==> src/rtl/fifo_ext_pkg.sv <==
// Shared definitions for the fifo_ext buffer: depth helper, default levels and
// the legality check applied to the almost-full / almost-empty thresholds.
package fifo_ext_pkg;

  localparam int DEF_DATA_WIDTH = 8;
  localparam int DEF_ADDR_WIDTH = 4;
  localparam int DEF_AE_LEVEL   = 2;

  function automatic int depth_of(input int addr_width);
    return 1 << addr_width;
  endfunction

  // AF_LEVEL must lie in 1..DEPTH and AE_LEVEL in 0..DEPTH-1.
  function automatic bit levels_ok(input int addr_width, input int af_level,
                                   input int ae_level);
    int depth;
    depth = depth_of(addr_width);
    return (af_level >= 1) && (af_level <= depth) &&
           (ae_level >= 0) && (ae_level <= depth - 1);
  endfunction

endpackage

==> src/rtl/fifo_ext_if.sv <==
// Request/status bundle of fifo_ext. The master drives requests; the slave
// (the FIFO) returns head data, occupancy and flags.
// Handshake: no valid/ready pair here -- enqueue/dequeue are requests sampled on
// every rising edge; an enqueue is accepted when not full or when paired with a
// dequeue, a dequeue is accepted when not empty; dropped requests raise the
// sticky overflow/underflow flags.
interface fifo_ext_if #(
  parameter int DATA_WIDTH = 8,
  parameter int ADDR_WIDTH = 4
);
  logic                  enqueue;
  logic                  dequeue;
  logic [DATA_WIDTH-1:0] data_i;
  logic                  flush;
  logic                  clear_err;
  logic [DATA_WIDTH-1:0] data_o;
  logic [ADDR_WIDTH:0]   count;
  logic                  empty;
  logic                  full;
  logic                  almost_empty;
  logic                  almost_full;
  logic                  overflow;
  logic                  underflow;
  logic [ADDR_WIDTH:0]   high_water;

  modport master (
    output enqueue, dequeue, data_i, flush, clear_err,
    input  data_o, count, empty, full, almost_empty, almost_full,
           overflow, underflow, high_water
  );

  modport slave (
    input  enqueue, dequeue, data_i, flush, clear_err,
    output data_o, count, empty, full, almost_empty, almost_full,
           overflow, underflow, high_water
  );
endinterface

==> src/rtl/fifo_ext_ram.sv <==
// Simple dual-port RAM: synchronous write, asynchronous read. Contents are
// never reset; the FIFO's pointers decide which words are meaningful.
module fifo_ext_ram #(
  parameter int DATA_WIDTH = 8,
  parameter int ADDR_WIDTH = 4
) (
  input  logic                  clk,
  input  logic                  we,
  input  logic [ADDR_WIDTH-1:0] wr_addr,
  input  logic [DATA_WIDTH-1:0] wr_data,
  input  logic [ADDR_WIDTH-1:0] rd_addr,
  output logic [DATA_WIDTH-1:0] rd_data
);

  logic [DATA_WIDTH-1:0] mem_q [2**ADDR_WIDTH];

  always_ff @(posedge clk) begin
    if (we) begin
      mem_q[wr_addr] <= wr_data;
    end
  end

  assign rd_data = mem_q[rd_addr];

endmodule

==> src/rtl/fifo_ext.sv <==
// First-word-fall-through FIFO with almost flags, flush, sticky error flags and
// a high-water-mark counter. Pointer, count and flag logic live here.
module fifo_ext
  import fifo_ext_pkg::*;
#(
  parameter int DATA_WIDTH = DEF_DATA_WIDTH,
  parameter int ADDR_WIDTH = DEF_ADDR_WIDTH,
  parameter int AF_LEVEL   = depth_of(ADDR_WIDTH) - 2,
  parameter int AE_LEVEL   = DEF_AE_LEVEL
) (
  input logic       clk,
  input logic       rst,
  fifo_ext_if.slave bus
);

  localparam int CW    = ADDR_WIDTH + 1;
  localparam int DEPTH = depth_of(ADDR_WIDTH);
  localparam logic [CW-1:0] DEPTH_C = CW'(DEPTH);
  localparam logic [CW-1:0] AF_C    = CW'(AF_LEVEL);
  localparam logic [CW-1:0] AE_C    = CW'(AE_LEVEL);

  if (!levels_ok(ADDR_WIDTH, AF_LEVEL, AE_LEVEL)) begin : g_bad_levels
    $error("fifo_ext: AF_LEVEL or AE_LEVEL out of range");
  end

  logic [ADDR_WIDTH-1:0] wr_ptr_q, wr_ptr_d;
  logic [ADDR_WIDTH-1:0] rd_ptr_q, rd_ptr_d;
  logic [CW-1:0]         count_q, count_d;
  logic [CW-1:0]         high_water_q, high_water_d;
  logic                  overflow_q, overflow_d;
  logic                  underflow_q, underflow_d;

  logic                  empty_w, full_w;
  logic                  bypass, we, re;
  logic [DATA_WIDTH-1:0] rd_data;

  assign empty_w = (count_q == '0);
  assign full_w  = (count_q == DEPTH_C);

  // Empty with both requests: the word passes straight through, state untouched.
  assign bypass = empty_w & bus.enqueue & bus.dequeue & ~bus.flush;
  assign we     = bus.enqueue & (~full_w | bus.dequeue) & ~bypass & ~bus.flush;
  assign re     = bus.dequeue & ~empty_w & ~bus.flush;

  always_comb begin
    wr_ptr_d     = wr_ptr_q;
    rd_ptr_d     = rd_ptr_q;
    count_d      = count_q;
    overflow_d   = overflow_q;
    underflow_d  = underflow_q;
    high_water_d = high_water_q;

    if (bus.flush) begin
      wr_ptr_d = '0;
      rd_ptr_d = '0;
      count_d  = '0;
    end else begin
      if (we) wr_ptr_d = wr_ptr_q + 1'b1;
      if (re) rd_ptr_d = rd_ptr_q + 1'b1;
      count_d = count_q + CW'(we) - CW'(re);
    end

    if (bus.clear_err) begin
      overflow_d   = 1'b0;
      underflow_d  = 1'b0;
      high_water_d = count_d;
    end else if (count_d > high_water_q) begin
      high_water_d = count_d;
    end

    // New errors are applied after the clear so that set wins.
    if (!bus.flush && bus.enqueue && full_w && !bus.dequeue) overflow_d  = 1'b1;
    if (!bus.flush && bus.dequeue && empty_w && !bus.enqueue) underflow_d = 1'b1;
  end

  always_ff @(posedge clk) begin
    if (rst) begin
      wr_ptr_q     <= '0;
      rd_ptr_q     <= '0;
      count_q      <= '0;
      overflow_q   <= 1'b0;
      underflow_q  <= 1'b0;
      high_water_q <= '0;
    end else begin
      wr_ptr_q     <= wr_ptr_d;
      rd_ptr_q     <= rd_ptr_d;
      count_q      <= count_d;
      overflow_q   <= overflow_d;
      underflow_q  <= underflow_d;
      high_water_q <= high_water_d;
    end
  end

  fifo_ext_ram #(
    .DATA_WIDTH (DATA_WIDTH),
    .ADDR_WIDTH (ADDR_WIDTH)
  ) u_ram (
    .clk     (clk),
    .we      (we),
    .wr_addr (wr_ptr_q),
    .wr_data (bus.data_i),
    .rd_addr (rd_ptr_q),
    .rd_data (rd_data)
  );

  always_comb begin
    bus.data_o = '0;
    if (!empty_w)    bus.data_o = rd_data;
    else if (bypass) bus.data_o = bus.data_i;
  end

  assign bus.count        = count_q;
  assign bus.empty        = empty_w;
  assign bus.full         = full_w;
  assign bus.almost_empty = (count_q <= AE_C);
  assign bus.almost_full  = (count_q >= AF_C);
  assign bus.overflow     = overflow_q;
  assign bus.underflow    = underflow_q;
  assign bus.high_water   = high_water_q;

endmodule

==> src/flat_wrapper.sv <==
// flat-port wrapper written by rule: the top's interface ports become plain ports
module fifo_ext_flat import fifo_ext_pkg::*;
#(
  parameter int DATA_WIDTH = DEF_DATA_WIDTH,
  parameter int ADDR_WIDTH = DEF_ADDR_WIDTH,
  parameter int AF_LEVEL   = depth_of(ADDR_WIDTH) - 2,
  parameter int AE_LEVEL   = DEF_AE_LEVEL
)
  (clk, rst, bus_enqueue, bus_dequeue, bus_data_i, bus_flush, bus_clear_err, bus_data_o, bus_count, bus_empty, bus_full, bus_almost_empty, bus_almost_full, bus_overflow, bus_underflow, bus_high_water);
  fifo_ext_if #(.DATA_WIDTH(DATA_WIDTH), .ADDR_WIDTH(ADDR_WIDTH)) bus_i ();
  input logic clk;
  input logic rst;
  input wire logic [$bits(bus_i.enqueue)-1:0] bus_enqueue;
  input wire logic [$bits(bus_i.dequeue)-1:0] bus_dequeue;
  input wire logic [$bits(bus_i.data_i)-1:0] bus_data_i;
  input wire logic [$bits(bus_i.flush)-1:0] bus_flush;
  input wire logic [$bits(bus_i.clear_err)-1:0] bus_clear_err;
  output wire logic [$bits(bus_i.data_o)-1:0] bus_data_o;
  output wire logic [$bits(bus_i.count)-1:0] bus_count;
  output wire logic [$bits(bus_i.empty)-1:0] bus_empty;
  output wire logic [$bits(bus_i.full)-1:0] bus_full;
  output wire logic [$bits(bus_i.almost_empty)-1:0] bus_almost_empty;
  output wire logic [$bits(bus_i.almost_full)-1:0] bus_almost_full;
  output wire logic [$bits(bus_i.overflow)-1:0] bus_overflow;
  output wire logic [$bits(bus_i.underflow)-1:0] bus_underflow;
  output wire logic [$bits(bus_i.high_water)-1:0] bus_high_water;
  assign bus_i.enqueue = bus_enqueue;
  assign bus_i.dequeue = bus_dequeue;
  assign bus_i.data_i = bus_data_i;
  assign bus_i.flush = bus_flush;
  assign bus_i.clear_err = bus_clear_err;
  assign bus_data_o = bus_i.data_o;
  assign bus_count = bus_i.count;
  assign bus_empty = bus_i.empty;
  assign bus_full = bus_i.full;
  assign bus_almost_empty = bus_i.almost_empty;
  assign bus_almost_full = bus_i.almost_full;
  assign bus_overflow = bus_i.overflow;
  assign bus_underflow = bus_i.underflow;
  assign bus_high_water = bus_i.high_water;
  fifo_ext #(.DATA_WIDTH(DATA_WIDTH), .ADDR_WIDTH(ADDR_WIDTH), .AF_LEVEL(AF_LEVEL), .AE_LEVEL(AE_LEVEL)) u_core (.clk(clk), .rst(rst), .bus(bus_i));
endmodule
==> config.mk <==
export PLATFORM = sky130hd
export DESIGN_NAME = fifo_ext_flat
export DESIGN_NICKNAME = d
export VERILOG_FILES = /design/src/rtl/fifo_ext_pkg.sv /design/src/rtl/fifo_ext_if.sv /design/src/rtl/fifo_ext_ram.sv /design/src/rtl/fifo_ext.sv /design/src/flat_wrapper.sv
export SDC_FILE = /design/constraint.sdc
export NUM_CORES = 1
export LEC_CHECK = 0
export BUFFER_PORTS_ARGS = -buffer_cell sky130_fd_sc_hd__buf_2
export CAP_MARGIN = 20
export CORE_MARGIN = 2
export CORE_UTILIZATION = 50
export DETAILED_ROUTE_END_ITERATION = 10
export GPL_TIMING_DRIVEN = 1
export PLACE_DENSITY = 0.68
export SYNTH_ARGS = -nofsm -noshare
export SYNTH_HDL_FRONTEND = slang
export SYNTH_SLANG_ARGS = --single-unit
==> constraint.sdc <==
create_clock -name clk -period 8.25 [get_ports clk]
set_input_delay 0.825 -clock clk [delete_from_list [all_inputs] [get_ports clk]]
set_output_delay 0.825 -clock clk [all_outputs]
set_load 0.05 [all_outputs]
### After elaboration in Yosys (flattened, before gate mapping)

Memories as Yosys holds them, arrays and structs flattened. A register that Yosys moved wholly into a read port is not among the register bits.
Cells that the tools add are included.

| storage, ports and cells | value |
|---|---|
| register bits | 20 |
| RAM bits | 128 |
| bits of input ports | 14 |
| output and inout bits | 24 |
| word-level logic and storage cells | 54 |
| memories kept | 1 |

Memory list:

| memory | depth | width | rd ports | clocked after Yosys merged registers in | write ports | line | RTL |
|---|---|---|---|---|---|---|---|
| u_core.u_ram.mem_q | 16 | 8 | 1 | 1 | 1 | fifo_ext_ram.sv:15 | `logic [DATA_WIDTH-1:0] mem_q [2**ADDR_WIDTH];` |

| cells by class | value |
|---|---|
| $add $sub $neg | 4 |
| magnitude comparators | 3 |
| equal/unequal tests | 1 |
| mux-type cells | 12 |
| bitwise operators | 13 |
| reductions and logical operators | 14 |

Operator list:

| operator | count |
|---|---|
| $mux 8 | 2 |
| $mux 5 | 3 |
| $add 4x1->4 const B | 2 |
| $and 1x1->1 | 8 |
| $mux 4 | 2 |
| $logic_and 1x1->1 | 6 |
| $reduce_bool 2->1 | 3 |
| $add 5x1->5 | 1 |
| $eq 5x5->1 const B | 1 |
| $ge 5x4->1 const B | 1 |
| $gt 5x5->1 | 1 |
| $le 5x2->1 const B | 1 |
| $logic_not 5->1 | 1 |
| $mux 1 | 5 |
| $sub 5x1->5 | 1 |
| $not 1->1 | 4 |
| $logic_not 1->1 | 3 |
| $reduce_or 2->1 | 1 |
| $or 1x1->1 | 1 |

### Longest topological paths before layout

Gate-level depths: netlist (run 1).

| depth | value |
|---|---|
| depth in word-level cells | 13 |
| mapped depth | 19 |
| depth with buffers taken out | 19 |

### Cells and area by module

From an unflattened synthesis (run 1), not the netlist that was laid out.

| unflattened totals | value |
|---|---|
| cells, all modules | 375 |
| area total of the unflattened synthesis | 6324.8 µm² |

Modules (own cells, without submodules):

| module | instances | cells an instance | area an instance (µm²) | seq. area each (µm²) |
|---|---|---|---|---|
| fifo_ext_ram | 1 | 221 | 4987.3 | 3843.7 |
| fifo_ext | 1 | 154 | 1337.5 | 400.4 |

### Worst setup path after synthesis (run 1)

OpenSTA, ideal clock, no wires.

| timing path | value |
|---|---|
| kind | register to register |
| start | register u_core.count_q[2] (netlist: u_core.bus.count[2]) |
| end | register u_core.high_water_q[3] (netlist: u_core.bus.high_water[3]) |
| setup time | 0.087 ns |
| data arrival time | 4.622 ns |
| required time | 8.163 ns |
| path slack | 3.541 ns |
| stages on the path, launching flop included | 20 |
| buffers on the path | 0 |
| period minus slack after synthesis | 4.709 ns |
| cells stage by stage | dfxtp_1 > inv_1 > ha_1 > nor4b_4 > nor2_1 > ha_1 > inv_1 > ha_1 > inv_1 > fa_1 > o21bai_1 > a21oi_1 > xnor2_1 > nor2_1 > ha_1 > nand2_1 > a211o_1 > a21oi_4 > or4b_1 > o31ai_1 |

| between the ends | value |
|---|---|
| elaborated cells on any way between the ends | 21 |
| those cells by class | add/sub (2); order compare (1); eq/ne (1); mux (3); bitwise (12); reduce/logical (2) |

RTL lines:

| what | line | RTL |
|---|---|---|
| start: declaration | fifo_ext.sv:28 | `logic [CW-1:0] count_q, count_d;` |
| start signal: assignment | fifo_ext.sv:87 | `count_q <= count_d;` |
| $logic_not 5->1 | fifo_ext.sv:37 | `assign empty_w = (count_q == '0);` |
| net bus_empty | flat_wrapper.sv:20 | `output wire logic [$bits(bus_i.empty)-1:0] bus_empty;` |
| $not 1->1 | fifo_ext.sv:43 | `assign re = bus.dequeue & ~empty_w & ~bus.flush;` |
| $and 1x1->1 (2 in a row) | fifo_ext.sv:43 |  |
| net u_core.re | fifo_ext.sv:34 | `logic bypass, we, re;` |
| $sub 5x1->5 | fifo_ext.sv:60 | `count_d = count_q + CW'(we) - CW'(re);` |
| $mux 5 | fifo_ext.sv:53 | `if (bus.flush) begin` |
| net u_core.count_d[4] | fifo_ext.sv:28 |  |
| $gt 5x5->1 | fifo_ext.sv:67 | `end else if (count_d > high_water_q) begin` |
| $reduce_bool 2->1 (no line) | n/a |  |
| end signal: assignment | fifo_ext.sv:90 | `high_water_q <= high_water_d;` |
| end: declaration | fifo_ext.sv:29 | `logic [CW-1:0] high_water_q, high_water_d;` |

The timed path passes the listed nets, and every way through them passes these cells. The select of a mux whose other input is x is not followed.
A chain may end at the register's enable or synchronous reset.

### Final worst setup path (run 1)

| timing path | value |
|---|---|
| start | register u_core.count_q[2] (netlist: u_core.bus.count[2]) |
| end | register u_core.high_water_q[4] (netlist: u_core.bus.high_water[4]) |

| between the ends | value |
|---|---|
| elaborated cells on any way between the ends | 21 |
| those cells by class | add/sub (2); order compare (1); eq/ne (1); mux (3); bitwise (12); reduce/logical (2) |

RTL lines:

| what | line |
|---|---|
| $logic_not 5->1 (*) | fifo_ext.sv:37 |
| $not 1->1 (*) | fifo_ext.sv:43 |
| $and 1x1->1 (*) (2 in a row) | fifo_ext.sv:43 |
| net u_core.re | fifo_ext.sv:34 |
| $sub 5x1->5 (*) | fifo_ext.sv:60 |
| $mux 5 (*) | fifo_ext.sv:53 |
| net u_core.count_d[4] | fifo_ext.sv:28 |
| $gt 5x5->1 or $mux 5 (tied branches) | fifo_ext.sv:67 |
| $reduce_bool 2->1 (no line) or $mux 5 (tied branches) | n/a |

The timed path passes the listed nets; every way through them passes the cells marked *. The select of a mux whose other input is x is not followed.

==> results of run 1 <==
Yosys cell counts, types with 2 or more instances:
library cell and n:
edfxtp_1 128, nor2_1 33, mux4_2 32, dfxtp_1 24, ha_1 21, inv_1 20
a21oi_1 15, mux2i_1 10, and2_1 9, o21ai_0 9, a22o_1 8, clkbuf_1 7
nand2_1 6, buf_2 5, nor3_1 5, xnor2_1 5, xor2_1 5, nand2b_1 4
nor2b_1 3, nand4_1 2, nor3b_1 2, o21bai_1 2, o22a_2 2, o31ai_1 2
or2_2 2, or4b_1 2
metrics by stage:
stage,power [W],util [%],instances
2_1_floorplan,0.001241,-,376
3_3_place_gp,0.001337,53.68,577
3_5_place_dp,0.001346,53.68,577
4_1_cts,0.002048,57.97,609
5_1_grt,0.002122,57.97,609
6_report,0.002035,57.97,609
registers in the layout, summed over array words and instances, names as in the netlist, named ones only:
register and count:
u_core.u_ram.mem_q 128, u_core.bus.high_water 5, u_core.wr_ptr_q 4, u_core.bus.underflow 1, u_core.bus.count 5, u_core.bus.overflow 1, u_core.rd_ptr_q 4
area by class of cell:
type | count | area (sq um) | area share [%]
clock buffer | 18 | 429.2 | 5.915
multi-input combinational | 190 | 1873 | 25.81
tap | 172 | 215.2 | 2.966
inverter | 20 | 75.07 | 1.035
clock inverter | 14 | 107.6 | 1.483
sequential | 152 | 4325 | 59.61
timing repair buffer | 43 | 230.2 | 3.173
critical path, stage by stage, from the launching register on:
cell	delay (ps)
dfxtp_1	410
inv_1	100
ha_1	220
nor4b_4	160
nor2_1	350
ha_1	300
inv_1	70
ha_1	150
inv_1	60
fa_1	390
o21bai_1	150
a21oi_1	90
xnor2_1	220
nor2_1	80
ha_1	310
nand2_1	90
a211o_1	320
a21oi_4	270
or4b_1	460
o31ai_1	70
layer usage:
metal / up-vias / share of wire, % / track usage (%) / wire, um
met5: - / 0 / 0 / 0
met4: 0 / 1.2 / 7.294 / 143
met3: 10 / 4.6 / 5.189 / 563
met2: 98 / 51 / 31.51 / 6187
met1: 1653 / 43 / 25.45 / 5305
li1: 1544 / - / - / -
worst max path at each step:
| stage | from | end | slack [ps] |
|---|---|---|---|
| global route | u_core.bus.count[2] | u_core.bus.high_water[3] | 3460 |
| global placement | bus_flush | u_core.bus.high_water[3] | 3830 |
| floorplan | u_core.bus.count[2] | u_core.bus.high_water[3] | 3540 |
| detailed placement | bus_flush | u_core.bus.high_water[3] | 3730 |
| finish | u_core.bus.count[2] | u_core.bus.high_water[4] | 3900 |
| CTS | u_core.bus.count[2] | u_core.bus.high_water[4] | 3910 |
where the power goes:
part | total (W) | internal [W] | switching, W
Clock | 0.000700 | 0.000410 | 0.000290
Combinational | 0.000468 | 0.000143 | 0.000325
Sequential | 0.000867 | 0.000851 | 0.0000157
Total | 0.00203 | 0.00140 | 0.000631
cells by family after synthesis:
family	count (synthesis)	share of synthesized area [%]
buffers and inverters	34	2.173
AOI/OAI and AO/OA	42	4.444
adders and majority gates	22	4.464
muxes	42	12.96
DFF	152	68.26
and+or+nand+nor	74	6.320
xor gates and xnor gates	10	1.383
==> impl_metrics.toml, run 1 <==
[logic_synthesis]
ys.flop_type = "edfxtp_1"
yosysUniqueCellTypes = 39
yosys-top-cells-area = "edfxtp_1, mux4_2, dfxtp_1"
syn_area_sq_um = 6335
synth_area_leader_cell = "edfxtp_1"
synth_top_area_share_pct = 60.68
ys_warn_count = 0
ys_ff_latch = 152
synth_edf_count = 128
synth_cells = 376
syn_nets = 412
async_flop_share_pct = 0
avgSynthCellArea_sq_um = 16.85
seq_area_frac_synth_pct = 68.26

[routing]
wire_per_inst_um = 20.03
antenna_left = 0
drt_wl_total_um = 12200
vias = 3305
drtIter0Drc = 289
route.detailed.drc = 0
firstDrtPassIters = 4
via_per_inst = 5.427

[setup_path]
critical_path_peak_fanout = 8
rr_endpoint = "u_core.bus.high_water[4]"
r2r_start = "u_core.bus.count[2]"
arrival_ps = 4680
r2r_cells = 19
required_ps = 8580
worstSetupEndpointType = "flip-flop"
path_class = "flip-flop to flip-flop"
cp-start-kind = "flip-flop"
rrSetupSlack_ps = 3900

[cells_and_area]
final_nets = 460
final_common_cell = "edfxtp_1"
mostFrequentLayoutCells = "edfxtp_1, buf_2, nor2_1"
nFillCells = 1000
antenna_cells = 0
finalInstanceArea_sq_um = 7256
drive_above_1_share_pct = 24.94
syn_to_final_growth_pct = 14.54

[floorplanning]
fp.dieW_um = 116.6
rows = 41
fp.dieH_um = 116.6
core_area_sq_um = 12520
ios = 38
initial_core_util_pct = 50.61
dieArea_sq_um = 13590

[hold_path]
min-delay-start = "u_core.bus.high_water[3]"
hold_class = "flip-flop to flip-flop"
min_to = "u_core.bus.high_water[3]"
hold_path_depth = 2

[timing]
finalHoldViolations = 0
setup_tns_ps = 0
clock.fmax_mhz = 229.9
hold_ws_ps = 505.7
fin_ws_ps = 3900
rsz0062_at_grt = "no"
period_minus_slack_ps = 4350
worst_slew_pin_slew_ps = 936.6
min_period_over_period_pct = 52.73
report.final.setup_viol = 0
maxSlewHeadroom_pct = 37.33
maxSlewViolCount = 0
finalClockSkew_ps = 13.19

[clocking]
clk_pin_slew_ps = 60
cts_tree = "built"
htree_levels = 4
postCtsSetupBuffers = 0
ctsHoldBuffers = 0
cts_made_buffers = 17
root_buffer = "clkbuf_16"
clock_sinks = 152
cts_buffer_depth = 2
cts-resized-gates = 0
clkLatencyLatePin_ps = 420

[global_route]
first_global_vias = 3444
grt_antenna_before_repair = 0
overflow = 0
grt_max_degree = 33
grt_pass1_wl_um = 18860
grt_util_all_layers_pct = 19.44

[place]
placed_area_sq_um = 6719
post-place-ws_ps = 3729
globalplace.congestion = 0.7828
dp_hpwl_um = 7733
port_buffers = 37

[pwr]
peakVddDrop_mv = 0.2129
p_per_area_nw_per_um2 = 280.5
leakagePower_nw = 2.456

[run]
cap_viol_max_count = 0

[run_status]
status = "complete, no violations"
(Power assumes the default switching activity.)
==> run 2: changes to the inputs <==
- ABC_AREA: default -> 1
- PLACE_DENSITY: 0.68 -> 0.67
- clock period: 8.25 -> 4.5 ns (I/O delays scaled with it)
==> impl_metrics.toml, run 2 <==
[setup_path]
crit_top_cell = "nand2_1"
crit_start = "u_core.bus.count[2]"
worstSetupEndpointType = "flip-flop"
arrival_ps = 4140
path_class = "flip-flop to flip-flop"
cp_slowest_cell = "dfxtp_1"
critPathBufInv = 5
critical_path_peak_fanout = 23
critical-path-top-delay-family = "simple AND/OR/NAND/NOR gates"
required_ps = 4820
r2r_start = "u_core.bus.count[2]"
slowest_delay_ps = 410
cp-start-kind = "flip-flop"

[logic_synthesis]
syn_nets = 703
synth_top_family_by_area = "simple AND/OR/NAND/NOR gates"
yosysUniqueCellTypes = 30
async_flop_share_pct = 0
yosys-top-cells-area = "edfxtp_1, nand2_1, nand3_1"
synth_edf_count = 128
synth_commonest_cells = "nand2_1, edfxtp_1, nand3_1"
synth_simple_gate_area_share_pct = 25.54
synth_area_leader_cell = "edfxtp_1"
synth.area.mux_share_pct = 0
ys.flop_type = "edfxtp_1"
synth_top_area_share_pct = 56.77
syn_area_sq_um = 6770
avgSynthCellArea_sq_um = 10.15
yosysMostFrequentCell = "nand2_1"
seq_area_frac_synth_pct = 63.87
ys_ff_latch = 152
synthXorXnorAreaFrac_pct = 0.1294
ys_warn_count = 0
synth-adder-area-share_pct = 4.177
synth_cells = 667
synth_compound_area_share_pct = 1.349

[timing]
maxSlewViolCount = 0
period_minus_slack_ps = 3818
fin_ws_ps = 681.9
finalHoldViolations = 0
worst_slew_pin_slew_ps = 1039
report.final.setup_viol = 0
clock.fmax_mhz = 261.9
setup_tns_ps = 0
finalClockSkew_ps = 7.539
hold_ws_ps = 286.0
min_period_over_period_pct = 84.85
rsz0062_at_grt = "no"
maxSlewHeadroom_pct = 30.37

[cells_and_area]
drive_above_1_share_pct = 13.09
largest_reg_flops = 128
fin_cells = 902
syn_to_final_growth_pct = 14.53
final_common_cell = "nand2_1"
mostFrequentLayoutCells = "nand2_1, edfxtp_1, nand3_1"
final_util_pct = 58.55
final_nets = 749
top_register = "u_core.u_ram.mem_q"
antenna_cells = 0
nFillCells = 1151

[floorplanning]
core_area_sq_um = 13240
rows = 42
initial_core_util_pct = 51.12
fp.dieH_um = 120.4
dieArea_sq_um = 14490
fp.dieW_um = 120.4
ios = 38

[place]
dp_hpwl_um = 10090
dp_cells = 869
port_buffers = 37
globalplace.congestion = 0.8923
post-place-ws_ps = 705.0

[pwr]
p_per_area_nw_per_um2 = 467.2
peakVddDrop_mv = 0.3534
leakagePower_nw = 3.129

[routing]
drt_wl_total_um = 15620
firstDrtPassIters = 7
wire_per_inst_um = 17.32
route.detailed.drc = 0
vias = 4785
via_per_inst = 5.305
antenna_left = 0
drtIter0Drc = 582

[hold_path]
hold_class = "input pin to flip-flop"
min-delay-start = "rst"

[run_status]
status = "complete, no violations"

[global_route]
grt_antenna_before_repair = 0
grt_util_all_layers_pct = 22.67
overflow = 0
grt_pass1_wl_um = 24600
first_global_vias = 4638
grt_max_degree = 65

[clocking]
root_buffer = "clkbuf_16"
cts-resized-gates = 0
cts_tree = "built"
htree_levels = 4
clkLatencyLatePin_ps = 420
postCtsSetupBuffers = 0
cts_buffer_depth = 2
cts_made_buffers = 17
clk_pin_slew_ps = 60
ctsHoldBuffers = 0
clock_sinks = 152

[run]
cap_viol_max_count = 0
-- run 2: cell count changes after synthesis, moves of 10 or more --
cell / before / now
inv_1: 20 / 45
nand2_1: 6 / 231
mux4_2: 32 / 0
nor3_1: 5 / 17
mux2i_1: 10 / 0
buf_2: 5 / 15
nand3_1: 1 / 110
-- run 2: per-stage QoR --
stage | area (sq um) | total power, W
after floorplan | 6770 | 0.002154
after global placement | 7162 | 0.002312
after detailed placement | 7189 | 0.002338
after CTS | 7734 | 0.003645
after global routing | 7754 | 0.003781
final | 7754 | 0.003623
-- run 2: worst paths after layout --
kind | endpoint | slack (ps) | cells past startpoint
max | u_core.bus.high_water[3] | 680 | 25
min | u_core.bus.underflow | 290 | 2
max reg2reg | u_core.bus.high_water[3] | 680 | 25
min reg2reg | u_core.bus.underflow | 480 | 2
-- run 2: area by class of cell --
class,count,area (sq um),share of cell area [%]
clock buffers,19,432.9,5.583
clock inverters,13,111.4,1.436
inverters,49,186.4,2.404
multi-input cells,439,2132,27.50
flip-flops and latches,152,4325,55.79
well taps,176,220.2,2.840
repair buffers,54,345.3,4.454
-- run 2: kinds of logic (layout without fill, tap and decap cells) --
logic type,count (synthesis),count (layout)
simple gates,399,399
flops,152,152
buf+inv,76,135
fa+ha+maj,22,22
compound gates,17,17
xor+xnor,1,1
-- run 2: report_power, final --
group,internal [W],switching (W),total (W)
sequential,0.00156,0.0000239,0.00159
clock,0.000799,0.000515,0.00131
combinational,0.000187,0.000537,0.000724
-- run 2: layer usage --
layer	share of wire, %	GRT usage (%)	vias up
li1	-	-	2339
met1	43	29.07	2284
met2	49	37.25	135
met3	5.4	5.472	27
met4	2.2	8.939	0
met5	0	0	-
